### src/rtl/display_scheduler.sv
// display_scheduler: rotates data pages onto the 7-seg display and grants a timed overlay channel
module display_scheduler #(
    parameter int NSRC = 4,
    parameter int DWELL_CYCLES = 100_000_000,
    parameter int HOLD_CYCLES = 50_000_000,
    localparam int IW = $clog2(NSRC)
) (
    input  logic               clk,
    input  logic               rst_n,
    input  logic [NSRC*16-1:0] src_data_i,
    input  logic [NSRC-1:0]    src_valid_i,
    input  logic               auto_en_i,
    input  logic               btn_next_i,
    input  logic               ovl_req_i,
    input  logic [15:0]        ovl_data_i,
    output logic               ovl_ack_o,
    output logic               ovl_active_o,
    output logic [15:0]        disp_data_o,
    output logic [IW-1:0]      page_idx_o
);
    localparam int DW = $clog2(DWELL_CYCLES);
    localparam int HW = (HOLD_CYCLES > 1) ? $clog2(HOLD_CYCLES) : 1;

    typedef enum logic {ROTATE, OVERLAY} state_t;

    state_t        state_q;
    logic [IW-1:0] page_q;
    logic [15:0]   disp_q;
    logic [15:0]   ovl_buf_q;
    logic          ack_q;
    logic          active_q;
    logic          btn_q;
    logic [DW-1:0] dwell_q;
    logic [HW-1:0] hold_q;

    logic [IW-1:0] page_d;
    logic [IW-1:0] idx;
    logic          found;
    logic [15:0]   cur_page;
    logic          advance;
    logic          hold_done;

    // nearest valid page after the current one, searching forward with wrap
    always_comb begin
        page_d = page_q;
        found = 1'b0;
        idx = '0;
        for (int k = 1; k < NSRC; k++) begin
            idx = IW'((int'(page_q) + k) % NSRC);
            if (!found && src_valid_i[idx]) begin
                page_d = idx;
                found = 1'b1;
            end
        end
    end

    assign cur_page  = src_valid_i[page_q] ? src_data_i[{page_q, 4'b0000} +: 16] : 16'h0000;
    assign advance   = (btn_next_i & ~btn_q)
                     | (auto_en_i && dwell_q == DW'(DWELL_CYCLES - 1))
                     | (!src_valid_i[page_q] && found);
    assign hold_done = hold_q == HW'(HOLD_CYCLES - 1);

    // page rotation / overlay state machine with registered outputs
    always_ff @(posedge clk or negedge rst_n) begin
        if (!rst_n) begin
            state_q   <= ROTATE;
            page_q    <= '0;
            disp_q    <= 16'h0000;
            ovl_buf_q <= 16'h0000;
            ack_q     <= 1'b0;
            active_q  <= 1'b0;
            btn_q     <= 1'b0;
            dwell_q   <= '0;
            hold_q    <= '0;
        end else begin
            btn_q <= btn_next_i;
            if (state_q == ROTATE) begin
                if (advance) page_q <= page_d;
                dwell_q <= (advance || !auto_en_i) ? '0 : dwell_q + 1'b1;
                if (ovl_req_i) begin
                    ack_q     <= 1'b1;
                    ovl_buf_q <= ovl_data_i;
                    disp_q    <= ovl_data_i;
                    active_q  <= 1'b1;
                    hold_q    <= '0;
                    state_q   <= OVERLAY;
                end else begin
                    ack_q  <= 1'b0;
                    disp_q <= cur_page;
                end
            end else begin
                ack_q  <= 1'b0;
                hold_q <= hold_q + 1'b1;
                disp_q <= ovl_buf_q;
                if (hold_done) begin
                    state_q  <= ROTATE;
                    active_q <= 1'b0;
                    disp_q   <= cur_page;
                end
            end
        end
    end

    assign ovl_ack_o    = ack_q;
    assign ovl_active_o = active_q;
    assign disp_data_o  = disp_q;
    assign page_idx_o   = page_q;
endmodule

### config.mk
export PLATFORM = sky130hd
export DESIGN_NAME = display_scheduler
export DESIGN_NICKNAME = d
export VERILOG_FILES = /design/src/rtl/display_scheduler.sv
export SDC_FILE = /design/constraint.sdc
export NUM_CORES = 1
export LEC_CHECK = 0
export CORE_MARGIN = 10
export CORE_UTILIZATION = 34
export CTS_BUF_LIST = sky130_fd_sc_hd__clkbuf_4 sky130_fd_sc_hd__clkbuf_8
export DETAILED_ROUTE_END_ITERATION = 10
export HOLD_SLACK_MARGIN = 0.15
export PLACE_DENSITY = 0.69
export SYNTH_ARGS = -nofsm -noshare
export SYNTH_HDL_FRONTEND = slang
export SYNTH_SLANG_ARGS = --single-unit
### constraint.sdc
create_clock -name clk -period 3.9 [get_ports clk]
set_clock_uncertainty 0.05 [all_clocks]
set_input_delay 0.39 -clock clk [delete_from_list [all_inputs] [get_ports clk]]
set_output_delay 0.39 -clock clk [all_outputs]
set_load 0.02 [all_outputs]
# Yosys cells after proc, flatten, opt, wreduce, memory -nomap -nowiden
# Index checks and enable logic that the tools add are counted.
word_totals:
  reg_bits: 91
  output_inout_bits: 20
classes:
  addsub: 5
  order_cmp: 4
  n_eq_ne: 3
  n_shift: 1
  muxes: 28
  n_bitwise: 5
  reduce_logical: 14
op_table:
  columns: ["cell", "count"]
  rows:
  - ["two-way mux 16 bit", 4]
  - ["variable part select 64 x 7 -> 16 bit", 1]
  - ["two-way mux 26 bit", 2]
  - ["adder 27 x 1 -> 27 bit, second input constant", 1]
  - ["== test 27 bit, second input constant", 1]
  - ["two-way mux 27 bit", 1]
  - ["adder 26 x 1 -> 26 bit, second input constant", 1]
  - ["== test 26 bit, second input constant", 1]
  - ["two-way mux 1 bit", 14]
  - ["< comparator 2 x 3 -> 1 bit, second input constant", 4]
  - ["binary-select mux 1 bit (select 2 bit)", 4]
  - ["two-way mux 2 bit", 3]
  - ["adder 2 bit, second input constant", 2]
  - ["logical AND 1 bit", 4]
  - ["zero test 1 bit", 4]
  - ["AND reduction 2 bit", 2]
  - ["AND reduction 3 bit", 1]
  - ["nonzero test 3 bit", 1]
  - ["adder 2 x 1 -> 2 bit, second input constant", 1]
  - ["!= test 2 x 1 -> 1 bit, second input constant", 1]
  - ["inverter 1 bit", 2]
  - ["OR 1 bit", 2]
  - ["nonzero test 2 bit", 1]
  - ["bitwise AND 1 bit", 1]
  - ["logical OR 1 bit", 1]

# Logic depth before layout (Yosys ltp)
# Gate-level depths: netlist of run 1.
logic_depth:
  word_depth: 14
  ltp_mapped: 7
  ltp_nobuf: 6

# Least setup slack after synthesis of run 1
# No wires, ideal clock.
synth_timing:
  kind: "reg-to-reg"
  startpoint: "register page_q[0], in the netlist page_idx_o[0]"
  endpoint: "register disp_q[10], in the netlist disp_data_o[10]"
  setup_ps: 126
  arrival_ps: 2122
  t_required_ps: 3724
  setup_slack_ps: 1602
  path_stages_with_launch: 5
  n_path_buf: 2
  period_less_slack_ps: 2298
  cell_sequence: "dfrtp_1 > buf_2 > clkbuf_1 > mux4_2 > a221o_1"
synth_via:
  elab_chain_cells: 5
  word_cells_on_any_way: 7
synth_lines:
  columns: ["element", "line_no", "rtl"]
  rows:
  - ["from (decl)", "27", "logic [IW-1:0] page_q;"]
  - ["from (signal assigned)", "78", "if (advance) page_q <= page_d;"]
  - ["parallel branches: the longest is 2 deep, another holds variable part select 64 x 7 -> 16 bit", null, null]
  - ["two-way mux 16 bit (*)", "57", "assign cur_page = src_valid_i[page_q] ? src_data_i[{page_q, 4'b0000} +: 16] : 16'h0000;"]
  - ["two-way mux 16 bit (on tied branches)", "80, 95", null]
  - ["two-way mux 16 bit (*)", "77", "if (state_q == ROTATE) begin"]
  - ["to (signal assigned)", "83", "disp_q <= ovl_data_i;"]
  - ["to (signal assigned)", "89", "disp_q <= cur_page;"]
  - ["to (signal assigned)", "94", "disp_q <= ovl_buf_q;"]
  - ["to (decl)", "28", "logic [15:0] disp_q;"]
# Mark *: on every way between the ends. The select of a mux whose other input is x is not followed.
# A chain may end at the register's enable or synchronous reset.

# Worst setup path after layout of run 1
layout_timing:
  startpoint: "register hold_q[0]"
  endpoint: "register disp_q[3], in the netlist disp_data_o[3]"
layout_via:
  elab_chain_cells: 3
layout_lines:
  columns: ["element", "line_no", "rtl"]
  rows:
  - ["from (decl)", "34", "logic [HW-1:0] hold_q;"]
  - ["from (signal assigned)", "93", "hold_q <= hold_q + 1'b1;"]
  - ["== test 26 bit", "61", "assign hold_done = hold_q == HW'(HOLD_CYCLES - 1);"]
  - ["two-way mux 16 bit", "95", "if (hold_done) begin"]
  - ["two-way mux 16 bit", "77", null]
  - ["to (signal assigned)", "83", null]
  - ["to (signal assigned)", "94", null]
  - ["to (signal assigned)", "98", "disp_q <= cur_page;"]
# No other way between the ends.

==> results of run 1 <==
## per-layer routing
metal  GRT usage, %  vias to the layer above  wire, um
li1               -                     1793         -
met4          4.218                        0       284
met1          13.83                     1810      5011
met3          3.185                       22       495
met5              0                        -         0
met2          21.34                       84      6109
## stage by stage
step	instance area (sq um)	total power [uW]	hold WS [ns]	utilization (%)
floorplan	4745	1862	0.04441	-
global placement	5977	2221	0.4081	43.40
detailed placement	5977	2253	0.4150	43.40
CTS	6171	2865	0.4392	44.80
global route	6171	2983	0.4548	44.80
finish	6171	2819	0.4348	44.80
## layout make-up
| type | instances | area [sq um] |
|---|---|---|
| Timing Repair Buffer | 115 | 1134 |
| Clock inverter | 7 | 60.06 |
| Tap cell | 180 | 225.2 |
| Multi-Input combinational cell | 302 | 2328 |
| Clock buffer | 9 | 123.9 |
| Sequential cell | 91 | 2277 |
| Inverter | 6 | 22.52 |
| Fill cell | 1292 | 7602 |
## repair_timing
item / in CTS / in global routing
hold buffers: 1 / 0
endpoints found under the hold margin: 23 / 0
buffers inserted: 0 / 0
endpoints found under the setup margin: 0 / 0
## registers in the layout, summed over array words and instances, names as in the netlist
signal / flops
dwell_q: 27
hold_q: 26
disp_data_o: 16
ovl_buf_q: 16
page_idx_o: 2
btn_q: 1
ovl_ack_o: 1
ovl_active_o: 1
state_q: 1
## worst max-delay path: cells and delay by family, from the launching register on
family	cells	cell delay [ns]
compound gates	2	0.40
fa+ha+maj	1	0.22
buf+inv	1	0.22
flops	1	0.41
simple gates	3	1.54
## cells in the mapped netlist, types with 8 or more instances
| cell type | count | area share (%) |
|---|---|---|
| dfrtp_1 | 91 | 48 |
| nand2_1 | 33 | 2.6 |
| nand3_1 | 20 | 2.1 |
| a21o_1 | 19 | 3.0 |
| clkbuf_1 | 18 | 1.4 |
| and2_1 | 17 | 2.2 |
| a221o_1 | 16 | 3.4 |
| mux4_2 | 16 | 7.6 |
| nand4_1 | 16 | 2.1 |
| nor2_1 | 16 | 1.3 |
| nor2_2 | 15 | 2.0 |
| xnor2_1 | 14 | 2.6 |
| xor2_1 | 13 | 2.4 |
| o31ai_1 | 10 | 1.6 |
| o211ai_1 | 9 | 1.4 |
| nor3_1 | 8 | 0.84 |
## power breakdown
| group | internal, uW | leakage, uW | switching, uW |
|---|---|---|---|
| registers | 1120 | 0.00119 | 159 |
| logic | 549 | 0.00133 | 393 |
| clock network | 241 | 0.0000844 | 361 |
## final timing paths
kind | slack, ns | to | start | cells past startpoint
setup / recovery | 0.99 | disp_data_o[3] | hold_q[0] | 7
hold / removal | 0.43 | hold_q[25] | hold_q[25] | 1
setup reg to reg | 0.99 | disp_data_o[3] | hold_q[0] | 7
hold reg to reg | 0.43 | hold_q[25] | hold_q[25] | 1
max in group asynchronous | 2.37 | hold_q[23] | rst_n | 3
min in group asynchronous | 0.66 | dwell_q[5] | rst_n | 2
## layout by cell type, fill, tap and decap left out, types with 4 or more instances in the layout
cell and instances:
nand2_1 33, dfrtp_1 91, nor4_1 7, xor2_1 13, a21o_1 19, inv_1 6, clkdlybuf4s50_1 107, nor2_1 16
and3_1 7, nor3_1 8, a221o_1 16, or4_1 5, and2_1 17, xnor2_1 14, nand3_1 20, o21ai_0 7
o211ai_1 9, o31ai_1 10, clkbuf_8 9, mux2i_1 7, and4_1 5, a22o_1 5, nand4_1 16, a21oi_1 4
mux4_2 16, buf_4 7, nor2_2 15
## cells by family after synthesis
group                      synth area share, %
and+or+nand+nor                          20.70
DFF                                      48.00
AOI/OAI and AO/OA                        13.00
buffers and inverters                    2.927
xor gates and xnor gates                 4.984
muxes                                    9.863
adders and majority gates               0.5273
==> metrics.md, run 1 <==
| Metric | Value |
|---|---|
| Outcome | complete, no violations |
| Max incr delay on CP | 0.87 ns |
| DR pass1 iterations | 4 |
| Final net count | 616 |
| Crit Path Class | flop to flop |
| Avg WL per Cell | 16.76 um |
| Final count of negative-setup-slack endpoints | 0 |
| Clock slew at reported path FFs | 0.10 ns |
| Register area share after synthesis | 48.00% |
| Synthesized Nets | 513 |
| CTS buffer count | 9 |
| Post-Syn Instances | 422 |
| RSZ-0062 raised after global routing | false |
| Routed vias | 3,709 |
| Number of cell rows | 43 |
| Clock latency on the worst-skew pair | 0.37 ns |
| Peak VDD IR | 0.2493 mV |
| First-pass GRT wire length | 19,520 um |
| CP Capture Type | flop |
| Root buf cell | clkbuf_8 |
| Post-Syn Area | 4745 sq um |
| Post-CTS sizing | 0 |
| Vias per cell | 5.224 |
| Synth-to-Final Area Change | 30.06% |
| Startpoint Class | flop |
| Vias in the first global route | 3,832 |
| IO Port Bufs | 108 |
| Pre-CTS setup slack | 0.9846 ns |
| Slowest cell on crit path | nor3b_2 |
| Hold WC Path Type | flop to flop |
| EDFF count, synth | 0 |
| Placed insts | 693 |
| Remaining antenna violation count | 0 |
| Pin count of the biggest net entering global routing | 77 |
| Starting Density | 34.45% |
| Core Area | 13,770 sq um |
| Rel. slew slack | 28.30% |
| Diode count | 0 |
| CTS tree | done |
| Worst Tran Pin Value | 1.071 ns |
| GR Overflow Total | 0 |
| Routability cong. | 0.8485 |
| Post-Layout Cell Count | 710 |
| Period minus WS final | 2.912 ns |
| DRC viols | 0 |
| Chip height | 138.1 um |
| Clock tree buffer depth | 2 |
| Gr usage total | 12.12% |
| Io pins | 109 |
| Max capacitance violation total | 0 |
| Leakage | 0.002613 uW |
| Dpl hpwl | 8934 um |
| Yosys reg bits | 91 |
| CTS sink count | 91 |
| Cell Pwr Density | 456.8 nW/um^2 |
| Die area | 19,080 sq um |
| FMAX | 343.5 MHz |
| Routed WL | 11,900 um |
| CP max FO | 18 |
| DRT iter0 DRCs | 212 |
| Mapped Avg Cell Area | 11.24 sq um |
| Die Span X | 138.1 um |
| Fin crit share | 74.65% |
| CP Data Arrival Time | 3.16 ns |
| Main synth FF type | dfrtp_1 |
| Yosys warnings | 0 |
| Ratio of cells with drive above 1 in the final layout | 12.08% |
| PnR worst setup slack | 0.9885 ns |
| Unique masters post-synth | 55 |
| Ys async rst share | 100.0% |
| Initial antenna violation count | 0 |
| CP cell instances | ha_1, and4_1, nor4b_1, a21boi_1, buf_4, nor3b_2, a221o_1 |
| Fin Setup TNS | 0 ns |
| Worst endpoint required time | 4.15 ns |
| Final Max Tran Viols | 0 |
| Hold Fails Final Rpt | 0 |
| H-tree levels | 3 |
Power figures use the tool's default switching activity.
==> run 2, diff against run 1 <==
==> constraint.sdc (replaced) <==
create_clock -name clk -period 2.9 [get_ports clk]
set_clock_uncertainty 0.05 [all_clocks]
set_input_delay 0.29 -clock clk [delete_from_list [all_inputs] [get_ports clk]]
set_output_delay 0.29 -clock clk [all_outputs]
set_load 0.02 [all_outputs]
==> run 2 against run 1 <==
Net effect:
- non-clock buffer count grew 3
- flip-flop and latch count did not move
- critical endpoint is now dwell_q[23]
- count of clock-buffer cells in the layout unchanged
- fmax grew 16%
- routed wire length increased by 2.1%
- final area up 0.93%
==> metrics.md, run 2 (synthesized netlist as in run 1, its figures left out) <==
| Metric | Value |
|---|---|
| Outcome | complete, no violations (unchanged) |
| IO Port Bufs | 108 (unchanged) |
| RR Startpoint | dwell_q[11] (was hold_q[0]) |
| Clock tree buffer depth | 2 (unchanged) |
| Post-CTS Setup Repair Bufs | 0 (unchanged) |
| Initial antenna violation count | 0 (unchanged) |
| Pin count of the biggest net entering global routing | 58 (was 77) |
| Critical path's top delay family | simple AND/OR/NAND/NOR gates (unchanged) |
| Max incr delay on CP | 0.57 ns (was 0.87 ns) |
| CP bufs+invs | 0 (was 1) |
| CP max FO | 23 (was 18) |
| Final Max Tran Viols | 0 (unchanged) |
| Diode count | 0 (unchanged) |
| RSZ-0062 raised after global routing | false (unchanged) |
| H-tree levels | 3 (unchanged) |
| Worst setup startpoint | dwell_q[11] (was hold_q[0]) |
| First-pass GRT wire length | 20,560 um (was 19,520 um) |
| Leakage | 0.002645 uW (was 0.002613 uW) |
| CTS buffer count | 9 (unchanged) |
| GR Overflow Total | 0 (unchanged) |
| Die area | 19,080 sq um (unchanged) |
| Number of cell rows | 43 (unchanged) |
| Slowest cell on crit path | or4_4 (was nor3b_2) |
| Vias per cell | 5.286 (was 5.224) |
| CTS sink count | 91 (unchanged) |
| DRC viols | 0 (unchanged) |
| Worst endpoint required time | 3.09 ns (was 4.15 ns) |
| FMAX | 398.0 MHz (was 343.5 MHz) |
| Hold Crit Start | btn_next_i (was hold_q[25]) |
| Hold WC Path Type | input port to flop (was flop to flop) |
| Cell Pwr Density | 621.6 nW/um^2 (was 456.8 nW/um^2) |
| Crit Path Class | flop to flop (unchanged) |
| Fill cells | 1,281 (was 1,292) |
| DRT iter0 DRCs | 215 (was 212) |
| Chip height | 138.1 um (unchanged) |
| CTS tree | done (unchanged) |
| Dpl hpwl | 9052 um (was 8934 um) |
| Clock slew at reported path FFs | 0.09 ns (was 0.10 ns) |
| Routed vias | 3,769 (was 3,709) |
| Gr usage total | 12.71% (was 12.12%) |
| Peak VDD IR | 0.3385 mV (was 0.2493 mV) |
| CP Capture Type | flop (unchanged) |
| Routability cong. | 0.8820 (was 0.8485) |
| Die Span X | 138.1 um (unchanged) |
| Commonest non-fill, non-tap cell in the layout | clkdlybuf4s50_1 (unchanged) |
| Ratio of cells with drive above 1 in the final layout | 12.57% (was 12.08%) |
| Reg with most FFs | dwell_q (unchanged) |
| Max capacitance violation total | 0 (unchanged) |
| Final net count | 619 (was 616) |
| Clock latency on the worst-skew pair | 0.37 ns (about the same) |
| Remaining antenna violation count | 0 (unchanged) |
| Worst Tran Pin Value | 0.7530 ns (was 1.071 ns) |
| Hold Fails Final Rpt | 0 (unchanged) |
| Fin Setup TNS | 0 ns (unchanged) |
| Core Area | 13,770 sq um (unchanged) |
| Leading registers by flop count | dwell_q x27, hold_q x26 (unchanged) |
| Most frequent cells in the layout | 107 x clkdlybuf4s50_1, 91 x dfrtp_1, 33 x nand2_1, 20 x nand3_1, 19 x a21o_1 (unchanged) |
| Starting Density | 34.45% (unchanged) |
| Synth-to-Final Area Change | 31.28% (was 30.06%) |
| CP cell instances | or4_1, or4_4, o211ai_4, and2b_4, nor2_1 (was ha_1, and4_1, nor4b_1, a21boi_1, buf_4, nor3b_2, a221o_1) |
| DR pass1 iterations | 4 (unchanged) |
| FF/Latch Area | 2277 sq um (unchanged) |
| Rel. slew slack | 49.74% (was 28.30%) |
| Final count of negative-setup-slack endpoints | 0 (unchanged) |
| Avg WL per Cell | 17.04 um (was 16.76 um) |
| Max reg flops | 27 (unchanged) |
| Vias in the first global route | 4,027 (was 3,832) |
| Period minus WS final | 2.512 ns (was 2.912 ns) |
| Routed WL | 12,150 um (was 11,900 um) |
| CP Data Arrival Time | 2.70 ns (was 3.16 ns) |
| Placed insts | 696 (was 693) |
| Final hold slack | 0.4133 ns (was 0.4348 ns) |
| Fin crit share | 86.63% (was 74.65%) |
| Post-Layout Cell Count | 713 (was 710) |
| Startpoint Class | flop (unchanged) |
| Io pins | 109 (unchanged) |
| Area occupied by multi-input gates | 2335 sq um (was 2328 sq um) |
| Root buf cell | clkbuf_8 (unchanged) |
==> run 2: changes by cell type in the layout (fill, tap and decap cells not counted), sizes merged <==
cell	before	now
buf	7	10
bufinv	0	1
clkinvlp	3	2
clkinv	1	2
inv	9	8
==> run 2: final cells by class <==
class	instances	area share (%)
clock buffers	9	1.989
clock inverters	7	1.225
inverters	6	0.3616
multi-input cells	302	37.48
flip-flops and latches	91	36.56
well taps	180	3.616
repair buffers	118	18.76
==> run 2: metal layers <==
metal  wire, um  part of all wire (%)  global-route usage [%]  vias up
li1           -                     -                       -     1795
met3        529                   4.4                   3.390       13
met2       6336                    52                   22.26       86
met5          0                     0                       0        -
met1       5120                    42                   14.93     1875
met4        162                   1.3                   3.441        0
==> run 2: what timing repair did <==
item | in CTS | in global routing
hold buffers | 1 | 0
endpoints found under the setup margin | 0 | 15
endpoints found under the hold margin | 56 | 0
resized for setup | 0 | 1
==> run 2: worst paths after layout <==
kind                                 to  slack, ns  depth (start not counted)
setup / recovery            dwell_q[23]       0.39                          5
setup reg to reg            dwell_q[23]       0.39                          5
min in group asynchronous   dwell_q[15]       0.47                          2
hold / removal                    btn_q       0.41                          1
hold reg to reg            ovl_buf_q[7]       0.43                          1
max in group asynchronous     ovl_ack_o       1.68                          3
==> run 2: where the power goes <==
| group | total, uW | switching [uW] | internal (uW) |
|---|---|---|---|
| combinational | 1340 | 588 | 748 |
| sequential | 1660 | 160 | 1500 |
| clock | 874 | 470 | 404 |
| total | 3870 | 1220 | 2650 |
==> run 2: stage by stage <==
| stage | utilization [%] | area [sq um] | power [uW] | setup WS (ns) |
|---|---|---|---|---|
| final | 45.22 | 6228 | 3872 | 0.3877 |
| after global routing | 45.22 | 6228 | 4106 | 0.2403 |
| after CTS | 45.18 | 6222 | 3931 | 0.1332 |
| after detailed placement | 43.65 | 6012 | 3045 | 0.1472 |
| after global placement | 43.65 | 6012 | 2996 | 0.2932 |
| after floorplan | - | 4745 | 2504 | 0.6020 |
